[config.mk]
export PLATFORM = sky130hd
export DESIGN_NAME = deshifrator_bcd_scan
export DESIGN_NICKNAME = d
export VERILOG_FILES = /design/src/rtl/bcd_pkg.sv /design/src/rtl/bcd_to_onehot10.sv /design/src/rtl/deshifrator_bcd_scan.sv
export SDC_FILE = /design/constraint.sdc
export NUM_CORES = 1
export LEC_CHECK = 0
export CAP_MARGIN = 20
export CORE_ASPECT_RATIO = 0.75
export CORE_MARGIN = 2
export CORE_UTILIZATION = 50
export CTS_BUF_LIST = sky130_fd_sc_hd__clkbuf_2
export DETAILED_ROUTE_END_ITERATION = 12
export GPL_ROUTABILITY_DRIVEN = 1
export HOLD_SLACK_MARGIN = 0.12
export PLACE_DENSITY = 0.84
export SLEW_MARGIN = 10
export SYNTH_ARGS = -nofsm -noshare
export SYNTH_HDL_FRONTEND = slang
export SYNTH_SLANG_ARGS = --single-unit
[constraint.sdc]
create_clock -name clk -period 1.8 [get_ports clk]
set_input_delay 0.36 -clock clk [delete_from_list [all_inputs] [get_ports clk]]
set_output_delay 0.36 -clock clk [all_outputs]
set_load 0.02 [all_outputs]
[src/rtl/bcd_pkg.sv]
// Shared widths and FSM encoding for the BCD scan-out decoder.
package bcd_pkg;
  localparam int BCD_W    = 4;
  localparam int ONEHOT_W = 10;
  localparam logic [BCD_W-1:0] BCD_MAX = 4'd9;

  typedef enum logic {
    IDLE = 1'b0,
    SCAN = 1'b1
  } state_t;
endpackage

[src/rtl/bcd_to_onehot10.sv]
// BCD digit to one-hot-10; codes above 9 give all-zero and raise invalid.
module bcd_to_onehot10
  import bcd_pkg::*;
(
  input  logic [BCD_W-1:0]    bcd,
  output logic [ONEHOT_W-1:0] onehot,
  output logic                invalid
);
  always_comb begin
    invalid = (bcd > BCD_MAX);
    onehot  = invalid ? '0 : (ONEHOT_W'(1) << bcd);
  end
endmodule

[src/rtl/deshifrator_bcd_scan.sv]
// Accepts a frame of packed BCD digits and scans them out one-hot, one digit per SCAN_DIV cycles.
module deshifrator_bcd_scan
  import bcd_pkg::*;
#(
  parameter int N_DIGITS = 4,
  parameter int SCAN_DIV = 4
) (
  input  logic                      clk,
  input  logic                      rst_n,
  input  logic                      in_valid,
  output logic                      in_ready,
  input  logic [BCD_W*N_DIGITS-1:0] in_bcd,
  output logic                      out_valid,
  output logic [ONEHOT_W-1:0]       out_onehot,
  output logic [N_DIGITS-1:0]       out_digit_sel,
  output logic                      err,
  output logic                      err_frame,
  output logic                      frame_done
);
  localparam int K_W = (N_DIGITS > 1) ? $clog2(N_DIGITS) : 1;
  localparam int D_W = (SCAN_DIV > 1) ? $clog2(SCAN_DIV) : 1;
  localparam logic [K_W-1:0] K_LAST = K_W'(N_DIGITS - 1);
  localparam logic [D_W-1:0] D_LAST = D_W'(SCAN_DIV - 1);

  state_t                            state;
  logic [K_W-1:0]                    k;
  logic [K_W-1:0]                    k_nxt;
  logic [D_W-1:0]                    div;
  logic [N_DIGITS-1:0][BCD_W-1:0]    shadow;
  logic [BCD_W-1:0]                  nib;
  logic [ONEHOT_W-1:0]               dec_oh;
  logic                              dec_bad;

  assign in_ready = (state == IDLE);
  assign k_nxt    = (k == K_LAST) ? k : k + 1'b1;

  // One decoder serves both the first digit (straight from in_bcd) and later digits (shadow).
  always_comb nib = (state == IDLE) ? in_bcd[BCD_W-1:0] : shadow[k_nxt];

  bcd_to_onehot10 u_dec (
    .bcd     (nib),
    .onehot  (dec_oh),
    .invalid (dec_bad)
  );

  always_ff @(posedge clk) begin
    if (!rst_n) begin
      state         <= IDLE;
      k             <= '0;
      div           <= '0;
      shadow        <= '0;
      out_valid     <= 1'b0;
      out_onehot    <= '0;
      out_digit_sel <= '0;
      err           <= 1'b0;
      err_frame     <= 1'b0;
      frame_done    <= 1'b0;
    end else begin
      frame_done <= 1'b0;
      case (state)
        IDLE: if (in_valid) begin
          state         <= SCAN;
          shadow        <= in_bcd;
          k             <= '0;
          div           <= '0;
          out_valid     <= 1'b1;
          out_onehot    <= dec_oh;
          out_digit_sel <= N_DIGITS'(1);
          err           <= dec_bad;
          err_frame     <= dec_bad;
        end
        SCAN: begin
          if (div != D_LAST) begin
            div <= div + 1'b1;
          end else if (k != K_LAST) begin
            k             <= k_nxt;
            div           <= '0;
            out_onehot    <= dec_oh;
            out_digit_sel <= N_DIGITS'(1) << k_nxt;
            err           <= dec_bad;
            err_frame     <= err_frame | dec_bad;
          end else begin
            // err_frame deliberately survives into IDLE until the next acceptance.
            state         <= IDLE;
            frame_done    <= 1'b1;
            out_valid     <= 1'b0;
            out_onehot    <= '0;
            out_digit_sel <= '0;
            err           <= 1'b0;
          end
        end
        default: state <= IDLE;
      endcase
    end
  end
endmodule

==> impl_results.md, run 1 <==
- Run status: finished clean
- Maximum net fanout on the critical path: 2
- Final layout net count: 236
- Worst stage delay on the critical path: 610 ps
- Number of diodes added for antenna fixing: 0
- Worst vdd ir: 467 uV
- Total design power: 1.44 mW
- Crit Path Category: register to primary output
- Max capacitance violation total: 0
- Routed length per placed instance: 14.1 um
- Worst max-slew margin expressed relative to the limit: 0.697
- Height of the chip: 52.4 um
- Type of element launching the critical path: register
- Pin count of the biggest net entering global routing: 16
- Placeable core region: 2960 um^2
- Global-route wire length before repair: 5.85 mm
- Number of different library cells in the post-synthesis netlist: 40
- Number of endpoints with negative hold slack in the final report: 0
- Final cycle utilization of the critical path: 0.969
- Worst path arrival time: 1380 ps
- Grt ovf: 0
- Antenna violations before repair: 0
- Number of warnings reported in the yosys synthesis log: 0
- Crit path buffers/inverters: 1
- Critical-path top delay cell: clkdlybuf4s50_1
- Sequential-to-total area share from yosys stat: 0.449
- Sink Count: 35
- Starting density of the core: 0.528
- Setup Skew: 15.8 ps
- Synth Area in Simple Gates: 0.240
- Proportion of synthesized area in mux cells: 0.0273
- Vias in the first global route: 1287
- Per-instance average area after synthesis: 8.87 um^2
- Commonest cells after routing, fill and taps aside: nand2_1 (36), dfxtp_1 (34), clkdlybuf4s50_1 (34)
- Die X-Extent: 68.5 um
- Cell count after synthesis: 176
- Total power divided by cell area: 708 nW/um^2
- HPWL after detailed placement: 2.80 mm
- Layout area overhead: 29.9%
- Critical path required time: 1440 ps
- H-tree Lvls: 2
- Clock edge transition at the registers on the reported setup and hold paths: 180 ps
- Unrepaired setup endpoints after global routing: false
- Number of primary I/O pins: 38
- Weighted congestion at the end of routability-driven global placement: 0.837
- Synthesized-area fraction occupied by adder cells: 0.00802
- Detail-routed via count per cell: 5.53
- Leakage power: 0.784 nW
- Highest attainable clock frequency: 573 MHz
- Worst slack, placed: 66.4 ps
- Sequence of cells on the critical path: clkdlybuf4s50_1
- Final Hold Slack: 475 ps
- Final antenna-violating net count: 0
- Worst path top cell family by delay: buffers and inverters
- Number of setup buffers added after CTS: 0
- Number of nets in the synthesized netlist: 196
- DIE AREA: 3590 um^2
- Count of state elements after synthesis: 35
- Dominant synthesized flop cell: dfxtp_1
- Post-route worst setup slack: 55.7 ps
- Share of the synthesized netlist area taken by xor and xnor gates: 0
- Final critical-path required period: 1740 ps
- Count of pins over their slew limit: 0
- Clock latency on the worst-skew pair: 380 ps
- Sort of element at the end of the critical path: primary output
- Cell at the root of the clock tree: clkbuf_2
- Async S/R FF share, synth: 0
- Layout cells sized above 1: 0.152
- Most common cell after layout, fill and taps aside: nand2_1
- Count of flip-flops with a built-in enable after synthesis: 0
- TritonCTS clock tree: yes
- Buffer depth of the longest clock path: 2
- Initial DRT Pass Iterations: 4
- Post-route DRC violation count: 0
- Number of buffers created by CTS: 5
- Setup-failing EPs final: 0
- Starting DRC count in detailed routing: 97
- Fraction of the mapped netlist area in compound gates: 0.226
- Total routing usage reported by global routing: 0.230
- Setup TNS after final layout: 0 ps
- Port Buffer Count: 37
- Worst hold-check path type: register to register
- Row cnt: 17
- Vias post-DR: 1411
- Total detailed-routing wirelength: 3.61 mm
- Largest family of logic cells by synthesized area: simple AND/OR/NAND/NOR gates
- Slew @ Worst Pin: 454 ps
- Netlist Area Pre-Place: 1560 um^2
## synthesized netlist by cell type, drive strengths merged, types with 2 or more instances
cell type,instances,area share
nand2,37,0.091
dfxtp,35,0.45
a21boi,18,0.087
nand3,14,0.045
buf,9,0.033
o21ai,9,0.031
nand3b,5,0.032
o31ai,5,0.024
clkbuf,4,0.0096
nor2,4,0.0096
o221a,4,0.029
and2,3,0.013
and3,3,0.015
inv,3,0.0072
nand2b,3,0.014
o221ai,3,0.021
a21oi,2,0.0064
a32o,2,0.014
mux2,2,0.014
mux2i,2,0.013
nor2b,2,0.0080
o211ai,2,0.0096
## kinds of logic (layout without fill, tap and decap cells)
kind of cell,count (synthesis),count (layout)
and+or+nand+nor,74,74
adders and majority gates,1,1
AOI/OAI and AO/OA,46,46
DFF,35,35
muxes,4,4
buffers and inverters,16,57
## where the power goes
part / leakage, nW / total, mW / switching, mW / internal (mW)
registers: 0.286 / 0.831 / 0.0230 / 0.808
logic: 0.466 / 0.251 / 0.127 / 0.124
clock network: 0.0325 / 0.353 / 0.264 / 0.0890
total: 0.784 / 1.44 / 0.414 / 1.02
## repair_timing
item | CTS | global route
endpoints found under the hold margin | 0 | 0
hold buffers | 0 | 0
endpoints found under the setup margin | 1 | 2
gates resized for setup | 3 | 2
## through the flow
stage / utilization / cells / instance area [um^2]
6_report: 0.686 / 255 / 2030
4_1_cts: 0.684 / 255 / 2020
2_1_floorplan: - / 176 / 1560
3_5_place_dp: 0.669 / 247 / 1980
3_3_place_gp: 0.669 / 247 / 1980
5_1_grt: 0.686 / 255 / 2030
## per-layer routing
layer / GRT usage / wire (um) / up-vias
met5: 0 / 0 / -
met4: 0.113 / 89 / 0
met3: 0.0581 / 202 / 11
met2: 0.361 / 1690 / 48
met1: 0.292 / 1620 / 654
li1: - / - / 698
## cell type report
| type | instances | area (um^2) |
|---|---|---|
| clock buffer | 5 | 25.0 |
| fill | 245 | 930 |
| tap | 38 | 47.5 |
| multi-input combinational | 125 | 782 |
| inverter | 3 | 11.3 |
| timing repair buffer | 46 | 442 |
| sequential | 35 | 704 |
| clock inverter | 3 | 15.0 |
## flip-flops by register name, indices dropped and copies added (netlist names)
register and flops:
err_frame 1, shadow 12, err 1, k 2, div 2, out_onehot 10, frame_done 1, out_valid 1
state 1, out_digit_sel 4
## worst paths after layout
path,startpoint,end,slack (ps),depth (start not counted)
max,out_onehot[4]$_SDFFE_PN0P_,out_onehot[4],60,1
min,shadow[10]$_SDFFE_PN0P_,shadow[10]$_SDFFE_PN0P_,470,2
max reg2reg,k[0]$_SDFFE_PN0P_,out_onehot[6]$_SDFFE_PN0P_,120,4
min reg2reg,shadow[10]$_SDFFE_PN0P_,shadow[10]$_SDFFE_PN0P_,470,2
No activity file was read; power rests on OpenSTA's default activity.
==> run 2, diff against run 1 <==
--- a/config.mk
+++ b/config.mk
@@ -13,6 +13,7 @@
 export DETAILED_ROUTE_END_ITERATION = 12
 export GPL_ROUTABILITY_DRIVEN = 1
 export HOLD_SLACK_MARGIN = 0.12
+export MAX_ROUTING_LAYER = met4
 export PLACE_DENSITY = 0.84
 export SLEW_MARGIN = 10
 export SYNTH_ARGS = -nofsm -noshare
==> impl_results.md, run 2 (synthesized netlist as in run 1, its figures left out) <==
- Run status: finished clean
- Final antenna-violating net count: 0
- Worst vdd ir: 467 uV
- Buffer depth of the longest clock path: 2
- Setup-failing EPs final: 0
- Crit Path Category: register to primary output
- Number of flip-flops in the largest register: 12
- Global-route wire length before repair: 5.84 mm
- Antenna violations before repair: 0
- Height of the chip: 52.4 um
- Placeable core region: 2960 um^2
- Register name with the most flops: shadow
- DIE AREA: 3590 um^2
- Die X-Extent: 68.5 um
- Worst stage delay on the critical path: 630 ps
- Worst hold-check path type: register to register
- Leakage power: 0.784 nW
- Post-route DRC violation count: 0
- Cell at the root of the clock tree: clkbuf_2
- Post-route cell area: 2030 um^2
- Largest registers: shadow (12), out_onehot (10), out_digit_sel (4)
- Number of setup buffers added after CTS: 0
- H-tree Lvls: 2
- Slew @ Worst Pin: 464 ps
- Starting density of the core: 0.528
- Final layout net count: 236
- Worst path arrival time: 1390 ps
- HPWL after detailed placement: 2.80 mm
- Count of pins over their slew limit: 0
- Setup Skew: 16.3 ps
- Maximum net fanout on the critical path: 2
- Max capacitance violation total: 0
- Crit path buffers/inverters: 1
- Clock latency on the worst-skew pair: 380 ps
- Vias in the first global route: 1289
- Layout area overhead: 29.9%
- Port Buffer Count: 37
- Final critical-path required period: 1750 ps
- Sink Count: 35
- Cell Count Post-Placement: 247
- Row cnt: 17
- Highest attainable clock frequency: 572 MHz
- Critical-path top delay cell: clkdlybuf4s50_1
- Total detailed-routing wirelength: 3.61 mm
- Initial DRT Pass Iterations: 4
- Pin count of the biggest net entering global routing: 16
- Total design power: 1.44 mW
- Setup TNS after final layout: 0 ps
- Total routing usage reported by global routing: 0.236
- Unrepaired setup endpoints after global routing: false
- Final standard cell utilization of the core: 0.686
- Starting DRC count in detailed routing: 88
- Most common cell after layout, fill and taps aside: nand2_1
- Vias post-DR: 1415
- Grt ovf: 0
- Worst path top cell family by delay: buffers and inverters
- Layout cells sized above 1: 0.152
- Detail-routed via count per cell: 5.55
- Post-route worst setup slack: 52.4 ps
- TritonCTS clock tree: yes
- Worst slack, placed: 66.4 ps
- Sort of element at the end of the critical path: primary output
- Sequence of cells on the critical path: clkdlybuf4s50_1
- Number of primary I/O pins: 38
- Number of diodes added for antenna fixing: 0
- Number of buffers created by CTS: 5
- Clock edge transition at the registers on the reported setup and hold paths: 180 ps
- Routed length per placed instance: 14.1 um
- Final cycle utilization of the critical path: 0.971
- Commonest cells after routing, fill and taps aside: nand2_1 (36), dfxtp_1 (34), clkdlybuf4s50_1 (34)
- Non-filler cells in the finished layout: 255
- Register-to-Register Setup Slack: 130 ps
- Weighted congestion at the end of routability-driven global placement: 0.850
- Post-detailed-placement cell area: 1980 um^2
- Total power divided by cell area: 708 nW/um^2
- Final Hold Slack: 475 ps
- Critical path required time: 1440 ps
- Number of endpoints with negative hold slack in the final report: 0
- Worst max-slew margin expressed relative to the limit: 0.690
- Type of element launching the critical path: register
- Hold buffer count at CTS: 0
-- run 2: cell counts in the layout (fill, tap and decap cells not counted) --
No cell type changed its count.
-- run 2: layout make-up --
class / instances / area [um^2]
fill: 245 / 930
timing repair buffer: 46 / 442
clock buffer: 5 / 25.0
clock inverter: 3 / 15.0
sequential: 35 / 704
inverter: 3 / 11.3
tap: 38 / 47.5
multi-input combinational: 125 / 782
-- run 2: power breakdown --
group	internal [mW]	switching, mW
sequential	0.808	0.0232
combinational	0.124	0.127
clock	0.0890	0.264
-- run 2: layer usage --
metal / vias up / part of all wire / track usage
met5: - / 0 / -
met2: 51 / 0.47 / 0.362
met3: 11 / 0.058 / 0.0581
li1: 699 / - / -
met4: 0 / 0.026 / 0.113
met1: 654 / 0.44 / 0.290
-- run 2: worst paths after layout --
kind / startpoint / cells past startpoint / to
min reg2reg: shadow[10]$_SDFFE_PN0P_ / 2 / shadow[10]$_SDFFE_PN0P_
max: out_onehot[2]$_SDFFE_PN0P_ / 1 / out_onehot[2]
min: shadow[10]$_SDFFE_PN0P_ / 2 / shadow[10]$_SDFFE_PN0P_
max reg2reg: k[0]$_SDFFE_PN0P_ / 4 / out_onehot[6]$_SDFFE_PN0P_
-- run 2: what timing repair did --
action	in CTS	in global routing
pin swaps	0	0
gates resized for setup	3	2
setup endpoints to repair	1	2
